`src/rtl/rah_sha_stream_bridge.sv`:
```
// Host-FIFO to double-SHA miner bridge: assembles block headers, strobes the miner and serialises
// hash results into the post-processing FIFO. Define RAH_BRIDGE_FINAL_HASH_EN to also drain hash_result.
//
// state   | meaning
// COLLECT | popping host words and shifting them into the header
// ISSUE   | one-cycle input_valid strobe to the miner
// WAIT    | waiting for the miner's output_valid
// DRAIN   | pushing held hash words to the post-processing FIFO
module rah_sha_stream_bridge #(
    parameter int WORD_W    = 48,
    parameter int HDR_W     = 512,
    parameter int HASH_W    = 256,
    parameter int WDT_LIMIT = 5000000
) (
    input  logic              clk,
    input  logic              rst_n,
    input  logic              wr_fifo_empty,
    input  logic [WORD_W-1:0] wr_fifo_read_data,
    output logic              wr_fifo_read_en,
    output logic [HDR_W-1:0]  block_header,
    output logic              input_valid,
    input  logic              output_valid,
    input  logic [HASH_W-1:0] hash1_out,
    input  logic [HASH_W-1:0] hash_result,
    input  logic              pp_fifo_full,
    output logic              pp_fifo_wr_en,
    output logic [WORD_W-1:0] pp_fifo_wr_data,
    output logic              wdt_abort,
    output logic [7:0]        abort_count
);
    localparam int HDR_WORDS  = (HDR_W + WORD_W - 1) / WORD_W;
    localparam int HASH_WORDS = (HASH_W + WORD_W - 1) / WORD_W;
    localparam int HASH_PAD   = HASH_WORDS * WORD_W;
`ifdef RAH_BRIDGE_FINAL_HASH_EN
    localparam int DRAIN_WORDS = 2 * HASH_WORDS;
`else
    localparam int DRAIN_WORDS = HASH_WORDS;
`endif
    localparam int HOLD_W = DRAIN_WORDS * WORD_W;
    localparam int CNT_W  = $clog2(HDR_WORDS + 1);
    localparam int IDX_W  = $clog2(DRAIN_WORDS + 1);
    localparam int WDT_W  = $clog2(WDT_LIMIT + 1);

    typedef enum logic [1:0] {COLLECT, ISSUE, WAIT, DRAIN} state_t;

    state_t            state, state_nxt;
    logic [CNT_W-1:0]  issued, issued_nxt, captured;
    logic              cap_pend;
    logic [HDR_W-1:0]  hdr;
    logic [HOLD_W-1:0] hold;
    logic [IDX_W-1:0]  widx;
    logic [WDT_W-1:0]  wdt_cnt;
    logic              pop_ok, last_cap, push, last_push, wdt_inc, wdt_fire;

`ifndef RAH_BRIDGE_FINAL_HASH_EN
    logic unused_hash;
    assign unused_hash = ^hash_result;
`endif

    // A pop only counts when the FIFO actually had a word at that edge.
    assign pop_ok     = wr_fifo_read_en && !wr_fifo_empty;
    assign issued_nxt = issued + CNT_W'(pop_ok);
    assign last_cap   = cap_pend && (captured == CNT_W'(HDR_WORDS - 1));
    assign push       = (state == DRAIN) && !pp_fifo_full;
    assign last_push  = push && (widx == IDX_W'(DRAIN_WORDS - 1));
    assign wdt_inc    = ((state == COLLECT) && ((issued != '0) || wr_fifo_read_en))
                        || (state == ISSUE) || (state == WAIT);
    assign wdt_fire   = wdt_inc && (wdt_cnt == WDT_W'(WDT_LIMIT - 1));

    assign input_valid     = (state == ISSUE);
    assign pp_fifo_wr_en   = push;
    assign pp_fifo_wr_data = hold[HOLD_W-1 -: WORD_W];
    assign block_header    = hdr;

    always_ff @(posedge clk or negedge rst_n) begin
        if (!rst_n) state <= COLLECT;
        else        state <= state_nxt;
    end

    always_comb begin
        state_nxt = state;
        case (state)
            COLLECT: if (last_cap) state_nxt = ISSUE;
            ISSUE:   state_nxt = WAIT;
            WAIT:    if (output_valid) state_nxt = DRAIN;
            DRAIN:   if (last_push) state_nxt = COLLECT;
            default: state_nxt = COLLECT;
        endcase
        if (wdt_fire) state_nxt = COLLECT;
    end

    always_ff @(posedge clk or negedge rst_n) begin
        if (!rst_n) begin
            wr_fifo_read_en <= 1'b0;
            issued          <= '0;
            captured        <= '0;
            cap_pend        <= 1'b0;
            hdr             <= '0;
            hold            <= '0;
            widx            <= '0;
            wdt_cnt         <= '0;
            wdt_abort       <= 1'b0;
            abort_count     <= 8'd0;
        end else begin
            wdt_abort <= wdt_fire;
            if (wdt_fire) begin
                // Abort drops any word still in flight from the last pop.
                wr_fifo_read_en <= 1'b0;
                issued          <= '0;
                captured        <= '0;
                cap_pend        <= 1'b0;
                wdt_cnt         <= '0;
                if (abort_count != 8'hFF) abort_count <= abort_count + 8'd1;
            end else begin
                wdt_cnt         <= wdt_inc ? wdt_cnt + WDT_W'(1) : '0;
                cap_pend        <= pop_ok;
                wr_fifo_read_en <= (state == COLLECT) && !wr_fifo_empty
                                   && (issued_nxt < CNT_W'(HDR_WORDS));
                issued          <= last_cap ? '0 : issued_nxt;
                if (cap_pend) begin
                    hdr      <= {hdr[HDR_W-WORD_W-1:0], wr_fifo_read_data};
                    captured <= last_cap ? '0 : captured + CNT_W'(1);
                end
                if ((state == WAIT) && output_valid) begin
`ifdef RAH_BRIDGE_FINAL_HASH_EN
                    hold <= {HASH_PAD'(hash1_out), HASH_PAD'(hash_result)};
`else
                    hold <= HASH_PAD'(hash1_out);
`endif
                    widx <= '0;
                end else if (push) begin
                    hold <= hold << WORD_W;
                    widx <= last_push ? '0 : widx + IDX_W'(1);
                end
            end
        end
    end
endmodule

```
`config.mk`:
```
export PLATFORM = sky130hd
export DESIGN_NAME = rah_sha_stream_bridge
export DESIGN_NICKNAME = d
export VERILOG_FILES = /design/src/rtl/rah_sha_stream_bridge.sv
export SDC_FILE = /design/constraint.sdc
export NUM_CORES = 1
export LEC_CHECK = 0
export ABC_AREA = 1
export CAP_MARGIN = 15
export CORE_AREA = 3 3 439 441
export DETAILED_ROUTE_END_ITERATION = 8
export DIE_AREA = 0 0 442 444
export PLACE_DENSITY = 0.45
export SKIP_LAST_GASP = 1
export SLEW_MARGIN = 20
export SYNTH_ARGS = -nofsm -noshare
export SYNTH_HDL_FRONTEND = slang
export SYNTH_SLANG_ARGS = --single-unit
```
`constraint.sdc`:
```
create_clock -name clk -period 5.15 [get_ports clk]
set_input_delay 1.03 -clock clk [delete_from_list [all_inputs] [get_ports clk]]
set_output_delay 1.03 -clock clk [all_outputs]
set_load 0.005 [all_outputs]
```
# Word-level counts from Yosys, hierarchy flattened
# Index checks and enable logic that the tools add are counted.
# word_totals
mem_bits_rw	0
rom_bits	0
in_bits	565
word_cells	69
register_bits	847
mem_count	0
latch_bits	0
out_inout_bits	572
# op_classes
div_mod_pow	0
n_bitwise	1
n_reduce_logical	22
mul	0
magnitude_cmp	1
n_mux	19
eq_ne	10
shifts	0
addsub	5
# ops
cell	n
$mux 288	2
$mux 23	2
$add 23x1->23 const B	1
$eq 23x23->1 const B	1
$mux 4	5
$logic_and 1x1->1	9
$mux 3	3
$ne 3x3->1 const B	3
$add 8x1->8 const B	1
$mux 2	4
$ne 8x8->1 const B	1
$pmux 2 s4	1
$reduce_and 2->1	3
$add 4x1->4	1
$add 4x1->4 const B	1
$eq 2x2->1 const B	2
$eq 4x4->1 const B	1
$lt 4x4->1 const B	1
$reduce_bool 2->1	2
$reduce_bool 4->1	1
$add 3x1->3 const B	1
$eq 3x3->1 const B	1
$logic_or 1x1->1	3
$reduce_and 3->1	1
5 further kinds	7

# Logic depth before layout (Yosys ltp)
# logic_depth
depth_word	8
depth_mapped	12

# Worst setup path after synthesis
# Ideal clock, no wire load.
# synth_path
kind	input to register
from	in output_valid
to	reg hold[166]
stages	8
arrival_ns	2.166
setup_slack_ns	2.918
cell_sequence	nand2_1 -> clkbuf_1 -> buf_2 -> buf_1 -> nand2_1 -> nand2_1 -> nand3_1 -> nand2_1
# synth_between
elab_chain_len	3
word_cells_on_any_way	4
classes_between	1 x mux; 3 x reduce/logical
# synth_lines
element	line_no	rtl
start: declaration	22	input logic output_valid,
$logic_and 1x1->1 (*)	124	if ((state == WAIT) && output_valid) begin
$reduce_bool 2->1 (no source line)	-	
$reduce_and 2->1 (no source line)	-	
end signal: assignment	128	hold <= HASH_PAD'(hash1_out);
end signal: assignment	132	hold <= hold << WORD_W;
end: declaration	50	logic [HOLD_W-1:0] hold;
# Every way passes the cells marked *; elsewhere a longest branch is shown, timed or not.
# A chain may end at the register's enable or synchronous reset.

# Final worst setup path
# layout_path
from	in pp_fifo_full
to	out pp_fifo_wr_en
# layout_between
elab_chain_len	2
# layout_lines
element	line_no	rtl
start: declaration	25	input logic pp_fifo_full,
$logic_not 1->1	64	assign push = (state == DRAIN) && !pp_fifo_full;
$logic_and 1x1->1	64	
end: declaration	26	output logic pp_fifo_wr_en,
# No other way between the ends.

==> impl_metrics.tcl <==
set metrics [dict create \
    clk_path_buf_depth 3 \
    grt_use_total_pct 16.41 \
    grt_pass1_vias 32640 \
    die_w_um 442 \
    hold_viol 0 \
    worst_ep_required_time_ps 4120 \
    drive_gt1_share_pct 6.477 \
    drc 0 \
    ant_nets 0 \
    cp_max_fo 2 \
    min_path_type "input pin to async pin" \
    worst_pin_slew_ps 1242 \
    drt-initial-drc-count 2782 \
    clk_pin_slew_worst_paths_ps 60 \
    grt_pass1_wl_um 239600 \
    root_buffer "clkbuf_16" \
    viasPerCell 4.144 \
    cts_setup_buffers 0 \
    syn_inst 4664 \
    min_period_ps 3573 \
    irDropWorstVdd_mv 0.2876 \
    hpwl_um 119600 \
    cts.sinks 847 \
    slew_viol_final 0 \
    leakagePower_nw 26.05 \
    routabilityCongestion 0.8378 \
    cts_tree "done" \
    portBuffers 880 \
    netlist_area_mm2 0.03816 \
    critPathLaunchType "input pin" \
    crit_chain "clkdlybuf4s50_1 > nor2_1 > clkdlybuf4s50_1" \
    cts_hold_buf 0 \
    maxSlewHeadroom_pct 17.22 \
    dr.pass1.iters 7 \
    setup_viol 0 \
    overflow 0 \
    worstSkewPairLatency_ps 770 \
    dpl_worst_slack_ps 1579 \
    core_mm2 0.1896 \
    rsz0062_at_grt "false" \
    drt-total-wl_um 166200 \
    worstPathArrival_ps 2540 \
    fillers 20630 \
    finalPower_w 0.02972 \
    cts_made_buffers 108 \
    cp_common_cell "clkdlybuf4s50_1" \
    vias 32990 \
    hold_slack_ps 305.4 \
    critPathSlowestCell "clkdlybuf4s50_1" \
    area_growth_pct 37.34 \
    worstSetupEndpointType "output port" \
    ios 1137 \
    htree_levels 3 \
    antenna_found_initial 23 \
    final_net_count 5932 \
    syn_avg_cell_area_um2 8.181 \
    synth-seq-cells 847 \
    status "completed" \
    syn_nets 5241 \
    cts_resized 0 \
    worst_slack_ps 1577 \
    rows 160 \
    slowest_delay_ps 710 \
    power_density_mw_per_mm2 567.1 \
    maxCapViolCount 0 \
    grt_start_max_net_pins 189 \
    dieArea_mm2 0.1962 \
    wl_per_cell_um 20.89 \
    yosysSeqAreaShare_pct 55.55 \
    yosysWarnings 0 \
    tns_ps 0 \
    fin_crit_sh_pct 69.38 \
    start_util_pct 20.13 \
    max_freq_mhz 279.9 \
    finClkSkew_ps 66.74 \
    yosysUniqueCellTypes 26 \
    critical_path_class "input pin to output port" \
    die_h_um 444 \
]
## flip-flops by register name, indices dropped and copies added (netlist names)
name	flops
issued	4
state	2
hold	288
cap_pend	1
captured	4
widx	3
wdt_cnt	23
wr_fifo_read_en	1
wdt_abort	1
block_header	512
abort_count	8
## per-layer routing
metal  vias up  GRT usage (%)  part of all wire, %
li1      16090              -                    -
met2       778          28.94                   52
met4         0          6.017                  3.4
met1     15910          19.76                   40
met3       215          3.190                  4.9
met5         -              0                    0
## report_power, final
| group | switching [W] | internal, W | leakage (nW) | total, W |
|---|---|---|---|---|
| combinational | 0.00576 | 0.00485 | 13.1 | 0.0106 |
| sequential | 0.00225 | 0.00919 | 11.2 | 0.0114 |
| clock | 0.00319 | 0.00448 | 1.77 | 0.00767 |
## cells by family after synthesis
logic type      after synthesis  share of synthesized area, %
buf+inv                     449                         6.535
xor+xnor                     16                        0.3672
simple gates               3332                         37.04
flops                       847                         55.55
compound gates                8                        0.1148
fa+ha+maj                    12                        0.3935
## layout by cell type (no fill, tap or decap)
master / count
clkbuf_1: 22
inv_2: 3
nor3_1: 4
clkbuf_16: 108
xnor2_1: 5
clkdlybuf4s50_1: 879
o21ai_0: 5
nand3b_1: 2
buf_12: 22
clkbuf_8: 32
nand2_4: 2
clkinv_2: 14
nand3_1: 750
nor2_4: 1
buf_4: 45
nand3_2: 101
inv_16: 2
nor2_1: 112
or2_2: 3
clkinv_16: 5
nand2_8: 1
nand4_1: 6
clkinv_4: 2
inv_8: 1
xor2_1: 11
buf_8: 1
dfrtp_4: 1
bufinv_16: 3
nand3_4: 1
dfrtp_1: 846
ha_1: 12
nor3b_1: 1
diode_2: 14
a21oi_1: 2
clkinvlp_4: 2
inv_1: 79
nand2_1: 2347
o21ai_4: 1
nor2_2: 1
## layout make-up
class                      instances  area, µm²  area share (%)
clock inverter                    28      382.9          0.7306
multi-input combinational       3368      14510           27.69
inverter                          83      319.1          0.6088
antenna                           14      35.03         0.06685
sequential                       847      21200           40.45
tap                             2511       3142           5.995
timing repair buffer             947       9592           18.30
clock buffer                     162       3226           6.155
## worst max-delay path, delay by kind of cell
family / cells / cell delay [ps]
buffers and inverters: 2 / 1220
and+or+nand+nor: 1 / 280
## worst paths after layout
path	start	endpoint	slack, ps	depth (start not counted)
min reg2reg	hold[269]	hold[269]	470	2
min in group clk	hold[269]	hold[269]	470	2
max reg2reg	wdt_cnt[0]	hold[14]	1770	10
min	rst_n	hold[162]	310	1
max	pp_fifo_full	pp_fifo_wr_en	1580	3
max in group asynchronous	rst_n	hold[123]	3400	2
## synth_stat cells
cell type	instances	area, µm²
xor2_1	11	96.34
ha_1	12	150.1
inv_2	4	15.01
nor2_1	112	420.4
a21oi_1	2	10.01
nand3_1	751	3759
buf_2	70	350.3
nor3_1	4	20.02
nand2_4	1	11.26
buf_1	65	244.0
buf_4	100	750.7
dfrtp_1	847	21200
nor2_2	1	6.260
xnor2_1	5	43.79
o21ai_2	1	8.760
nand3b_1	2	15.01
or2_2	3	18.77
nand3_2	101	1011
o21ai_0	5	25.02
nand4_1	6	37.54
nand2_1	2349	8817
buf_6	46	518.0
inv_1	79	296.5
nor3b_1	1	7.510
clkbuf_1	85	319.1
nor2_4	1	11.26
## through the flow
| step | util [%] | area [µm²] | std cells |
|---|---|---|---|
| floorplan | - | 38160 | 4664 |
| global placement | 25.72 | 48760 | 7756 |
| detailed placement | 25.72 | 48760 | 7756 |
| CTS | 27.63 | 52370 | 7946 |
| global route | 27.64 | 52400 | 7958 |
| finish | 27.64 | 52410 | 7960 |
(Power assumes the default switching activity.)
